File: config.mk
export PLATFORM = sky130hd
export DESIGN_NAME = adder_result_serializer
export DESIGN_NICKNAME = d
export VERILOG_FILES = /design/src/rtl/adder_pkg.sv /design/src/rtl/adder_result_serializer_fifo.sv /design/src/rtl/adder_result_serializer.sv
export SDC_FILE = /design/constraint.sdc
export NUM_CORES = 1
export LEC_CHECK = 0
export ABC_CLOCK_PERIOD_IN_PS = 12200
export CAP_MARGIN = 10
export CORE_ASPECT_RATIO = 0.6
export CORE_MARGIN = 1
export CORE_UTILIZATION = 55
export DETAILED_ROUTE_END_ITERATION = 8
export HOLD_SLACK_MARGIN = 0.06
export PLACE_DENSITY = 0.76
export RECOVER_POWER = 100
export SYNTH_ARGS = -nofsm -noshare
export SYNTH_HDL_FRONTEND = slang
export SYNTH_SLANG_ARGS = --single-unit
File: constraint.sdc
create_clock -name clk -period 12.2 [get_ports clk]
set_clock_uncertainty 0.15 [all_clocks]
set_input_delay 2.44 -clock clk [delete_from_list [all_inputs] [get_ports clk]]
set_output_delay 2.44 -clock clk [all_outputs]
set_load 0.005 [all_outputs]
File: src/rtl/adder_pkg.sv
// Shared definitions for the wide-adder result path: default widths,
// the beat-count helper and the read-side state encoding.
package adder_pkg;

   localparam int DEFAULT_W    = 256;
   localparam int DEFAULT_BEAT = 32;

   typedef enum logic {
      ST_IDLE = 1'b0,
      ST_SEND = 1'b1
   } rd_state_e;

   function automatic int nbeats(input int w, input int beat);
      return w / beat;
   endfunction

endpackage

File: src/rtl/adder_result_serializer_fifo.sv
// Synchronous result FIFO; dout is the head entry read combinationally
// from registered storage, so a newly written entry is visible next cycle.
module result_fifo #(
   parameter int WIDTH = 257,
   parameter int DEPTH = 4,
   localparam int LW   = $clog2(DEPTH + 1),
   localparam int PW   = (DEPTH > 1) ? $clog2(DEPTH) : 1
) (
   input  logic             clk,
   input  logic             rst,
   input  logic             push,
   input  logic             pop,
   input  logic [WIDTH-1:0] din,
   output logic [WIDTH-1:0] dout,
   output logic [LW-1:0]    level,
   output logic             full,
   output logic             empty
);

   logic [WIDTH-1:0] mem_q [DEPTH];
   logic [PW-1:0]    wr_ptr_q, rd_ptr_q;
   logic [LW-1:0]    level_q;

   // Explicit wrap keeps non-power-of-two depths correct.
   function automatic logic [PW-1:0] ptr_inc(input logic [PW-1:0] p);
      return (p == PW'(DEPTH - 1)) ? '0 : p + 1'b1;
   endfunction

   always_ff @(posedge clk) begin
      if (push) mem_q[wr_ptr_q] <= din;
   end

   always_ff @(posedge clk) begin
      if (rst) begin
         wr_ptr_q <= '0;
         rd_ptr_q <= '0;
         level_q  <= '0;
      end else begin
         if (push) wr_ptr_q <= ptr_inc(wr_ptr_q);
         if (pop)  rd_ptr_q <= ptr_inc(rd_ptr_q);
         case ({push, pop})
            2'b10:   level_q <= level_q + 1'b1;
            2'b01:   level_q <= level_q - 1'b1;
            default: level_q <= level_q;
         endcase
      end
   end

   assign dout  = mem_q[rd_ptr_q];
   assign level = level_q;
   assign full  = (level_q == LW'(DEPTH));
   assign empty = (level_q == '0);

endmodule

File: src/rtl/adder_result_serializer.sv
// Buffers {c_out, sum} results from a non-backpressured adder and streams
// each one out as NB beats, least-significant beat first.
module adder_result_serializer
   import adder_pkg::*;
#(
   parameter int W     = DEFAULT_W,
   parameter int BEAT  = DEFAULT_BEAT,
   parameter int DEPTH = 4,
   localparam int NB   = nbeats(W, BEAT),
   localparam int IW   = (NB > 1) ? $clog2(NB) : 1,
   localparam int LW   = $clog2(DEPTH + 1)
) (
   input  logic            clk,
   input  logic            rst,
   input  logic            res_valid,
   input  logic [W-1:0]    res_sum,
   input  logic            res_cout,
   output logic            out_valid,
   input  logic            out_ready,
   output logic [BEAT-1:0] out_data,
   output logic [IW-1:0]   out_idx,
   output logic            out_last,
   output logic            out_cout,
   output logic [LW-1:0]   fifo_level,
   output logic            almost_full,
   output logic            overflow
);

   generate
      if ((W % BEAT) != 0) begin : g_bad_beat
         $error("adder_result_serializer: W must be a multiple of BEAT");
      end
      if (DEPTH < 2) begin : g_bad_depth
         $error("adder_result_serializer: DEPTH must be at least 2");
      end
   endgenerate

   rd_state_e              state_q;
   logic [IW-1:0]          beat_q;
   logic                   overflow_q;
   logic [W:0]             head;
   logic                   fifo_full, fifo_empty;
   logic                   accept, pop_last;
   logic [NB-1:0][BEAT-1:0] head_beats;

   assign out_valid = (state_q == ST_SEND);
   assign out_last  = (beat_q == IW'(NB - 1));
   assign pop_last  = out_valid && out_ready && out_last;
   // A full FIFO still takes a result when the head leaves in the same cycle.
   assign accept    = res_valid && (!fifo_full || pop_last);

   result_fifo #(.WIDTH(W + 1), .DEPTH(DEPTH)) u_fifo (
      .clk   (clk),
      .rst   (rst),
      .push  (accept),
      .pop   (pop_last),
      .din   ({res_cout, res_sum}),
      .dout  (head),
      .level (fifo_level),
      .full  (fifo_full),
      .empty (fifo_empty)
   );

   always_ff @(posedge clk) begin
      if (rst) begin
         state_q    <= ST_IDLE;
         beat_q     <= '0;
         overflow_q <= 1'b0;
      end else begin
         if (res_valid && !accept) overflow_q <= 1'b1;
         case (state_q)
            ST_IDLE: begin
               if (accept || !fifo_empty) state_q <= ST_SEND;
            end
            ST_SEND: begin
               if (out_ready) begin
                  if (out_last) begin
                     beat_q <= '0;
                     if (fifo_level == LW'(1) && !accept) state_q <= ST_IDLE;
                  end else begin
                     beat_q <= beat_q + 1'b1;
                  end
               end
            end
            default: state_q <= ST_IDLE;
         endcase
      end
   end

   assign head_beats  = head[W-1:0];
   assign out_idx     = beat_q;
   assign out_data    = out_valid ? head_beats[beat_q] : '0;
   assign out_cout    = out_valid & head[W];
   assign almost_full = (fifo_level >= LW'(DEPTH - 1));
   assign overflow    = overflow_q;

endmodule

==> flow_summary_export.csv <==
group,metric,value,unit
synth,ys.flop_type,"edfxtp_1",
timing,rsz0062_at_grt,"false",
setup_path,reg2reg_depth,10,
cts,cts_resized,0,
min_path,hp-start,"u_fifo.rd_ptr_q[1]$_SDFFE_PP0P_",
synth,synth_area_leaders,"edfxtp_1 76%, mux4_1 8.5%, mux4_2 5.1%",
detailed_routing,num_vias,19382,
detailed_routing,drt_wl_total,91100,um
cells_and_area,regArea,31200,um2
timing,max_freq,106,MHz
setup_path,path_max_fanout,54,
placed_design,routabilityCongestion,0.761,
cts,cts_made_buffers,90,
cells_and_area,syn2layout_area_growth,15.6,%
setup_path,endpoint_kind,"output pin",
die,start_util,0.562,
die,core_area,72500,um2
synth,syn-cell-area,40700,um2
synth,yosysTopAreaCell,"edfxtp_1",
setup_path,r2r_end,"u_fifo.mem_q[1][167]$_DFFE_PP_",
detailed_routing,ant_nets,0,
cts,cts-root-buf,"clkbuf_16",
power,swShare,0.206,
synth,ys_seq_elements,1042,
timing,hold_viol_final,0,
setup_path,critPathKind,"reg -> out",
setup_path,r2r_start,"out_idx[1]$_SDFFE_PP0P_",
global_route,grt_max_degree,152,
detailed_routing,via_per_inst,6.20,
power,p_comb_frac,0.059,
power,p_leak,14.8,nW
timing,fin_crit,9.43,ns
synth,synth_most_common_cell,"edfxtp_1",
timing,slew_viol_final,533,
synth,syn_avg_cell_area,23.4,um2
global_route,grt_overflow,0,
cts,tritoncts,"built",
synth,synth_top_area_share,0.758,
setup_path,path_cells,"buf_4, buf_4, mux4_1, a22oi_1, a31oi_1, dlygate4sd3_1",
cells_and_area,nNetsFinal,2331,
timing,finalSetupTns,0,ns
timing,finalWorstSetupSlack,2.77,ns
power,netSwitchingPower,1.51,mW
timing,setup_violations,0,
timing,relSlewSlack,-2.05,
min_path,whs_path_depth,2,
detailed_routing,drc,0,
synth,syn-num-nets,2011,
placed_design,dpl_worst_slack,5.04,ns
cells_and_area,drive_gt1_frac,0.145,
power,vdd_drop_max,113,uV
synth,ys_seq_area_frac,0.765,
cts,clock-sinks,1042,
cts,ctsHtreeMaxLevel,3,
min_path,hold_path.class,"reg -> reg",
setup_path,crit_required,9.61,ns
global_route,grt_pass1_vias,19551,
cells_and_area,multi_input_area,8590,um2
cts,max-clock-path-buffers,3,
detailed_routing,firstDrtPassIters,5,
synth,synth_cells,1737,
global_route,antenna_found_initial,50,
cells_and_area,fin_util,0.650,
die,die_w,353,um
cells_and_area,nFillCells,4673,
cts,holdBufCountCts,0,
die,dieArea,75200,um2
status,violations,"max-capacitance violations, max-slew violations",
power,power,7.33,mW
setup_path,cp.arrival,6.84,ns
setup_path,rrSetupSlack,2.80,ns
synth,synthDistinctLibCells,43,
synth,synthArstFlopShare,0,
power,sequentialPowerShare,0.565,
job,drv_cap,11,
power,pwr-share-clk,0.377,
power,p_int,5.82,mW
synth,ys_warn_count,0,
die,core.rowCount,76,
die,pin_count,304,
synth,yosys-top-cells-count,"1028 x edfxtp_1, 132 x mux4_1, 93 x mux4_2",
setup_path,start_kind,"flop",
detailed_routing,post_drt_wl_per_cell,29.1,um
cts,cts.clk_slew.worst_paths,0.06,ns
cts,clk_latency,0.65,ns
timing,post-route-period-util,0.773,
die,fp.dieH,213,um
timing,worst_slew_pin_slew,4.58,ns
placed_design,io_buffer_count,303,
global_route,grt_pass1_wl,131000,um
power,power_density,156,nW/um2
placed_design,hpwlAfterDp,53600,um
global_route,grt_usage,0.242,
synth,synth_edf_count,1028,
cts,cts_setup_buffers,0,
status,status,"complete, but fails checks",
setup_path,critPathMaxStageDelay,2.26,ns
detailed_routing,drt_iter0_drc,2041,
setup_path,crit_top_cell,"buf_4",
setup_path,crit_slowest_cell,"dfxtp_1",
flip-flops by register name, summed over array words and instances (netlist names), named ones only:
name and flops:
out_idx 3, out_valid 1, overflow 1, u_fifo.level 3, u_fifo.mem_q 1028, u_fifo.rd_ptr_q 2
u_fifo.wr_ptr_q 2
worst max-delay path: cells and delay by family, from the launching register on:
kind | cells | cell delay [ns]
flops | 1 | 2.26
buf+inv | 3 | 2.55
mux | 1 | 0.66
compound gates | 2 | 0.62
per-layer routing:
layer,vias up,global-route usage,share of wire
met5,-,0,0.0021
met4,30,0.0563,0.018
met3,170,0.0670,0.082
met2,772,0.364,0.46
met1,10162,0.358,0.44
li1,8248,-,-
cell families after synthesis:
group,Yosys count,share of synthesized area
flops,1042,0.765
xor+xnor,2,0.000430
simple gates,51,0.00612
mux,355,0.171
buf+inv,107,0.0243
compound gates,167,0.0296
fa+ha+maj,13,0.00399
metrics by stage:
stage	hold slack, ns	cell area, um2	std cells
after floorplan	0.304	40700	1737
after global placement	0.305	44300	2940
after detailed placement	0.326	44300	2940
after CTS	0.336	47100	3108
after global routing	0.367	47100	3116
final	0.337	47100	3128
worst max-delay path by stage:
stage                                          endpoint  cells past startpoint                    start
after floorplan            u_fifo.mem_q[0][0]$_DFFE_PP_                      5                out_ready
after global placement                     out_data[10]                      6                     flop
after detailed placement                   out_data[10]                      6                     flop
after CTS                                  out_data[10]                      6                     flop
after global routing      u_fifo.mem_q[1][10]$_DFFE_PP_                     10  out_idx[1]$_SDFFE_PP0P_
final                                      out_data[10]                      6                     flop
area by class of cell:
type,instances,area share
Timing Repair Buffer,327,0.0683
Sequential cell,1042,0.662
Multi-Input combinational cell,588,0.182
Inverter,8,0.000691
Antenna cell,20,0.00106
Tap cell,975,0.0259
Clock inverter,46,0.00728
Clock buffer,122,0.0526
power groups by stage:
stage	Sequential [mW]	Combinational (mW)	Clock, mW
CTS	4.13	0.454	2.81
global route	4.15	0.461	2.94
floorplan	4.23	0.206	0
detailed placement	4.21	0.451	0
global placement	4.20	0.440	0
finish	4.14	0.431	2.76
placed cells by master, fill, tap and decap left out, types with 3 or more instances in the layout:
master,synthesis,routed
edfxtp_1,1028,1028
dlygate4sd3_1,0,287
mux4_1,132,132
clkbuf_16,0,95
mux4_2,93,93
mux2i_1,66,66
mux2_2,64,64
a22oi_1,32,32
o221ai_1,32,32
a31oi_1,32,32
clkbuf_1,11,31
a221oi_1,26,26
clkinv_2,0,21
diode_2,0,20
nand2_1,17,17
clkinv_1,1,17
o21ai_0,9,16
clkdlybuf4s50_1,0,16
buf_4,8,16
o21ai_1,20,13
nor2_1,13,13
ha_1,13,13
dfxtp_1,14,12
a21oi_1,8,8
inv_1,7,7
o2111ai_1,5,5
bufinv_16,0,5
nor2b_1,4,3
and2_0,0,3
Note: power is estimated with default switching activity, not from simulation.
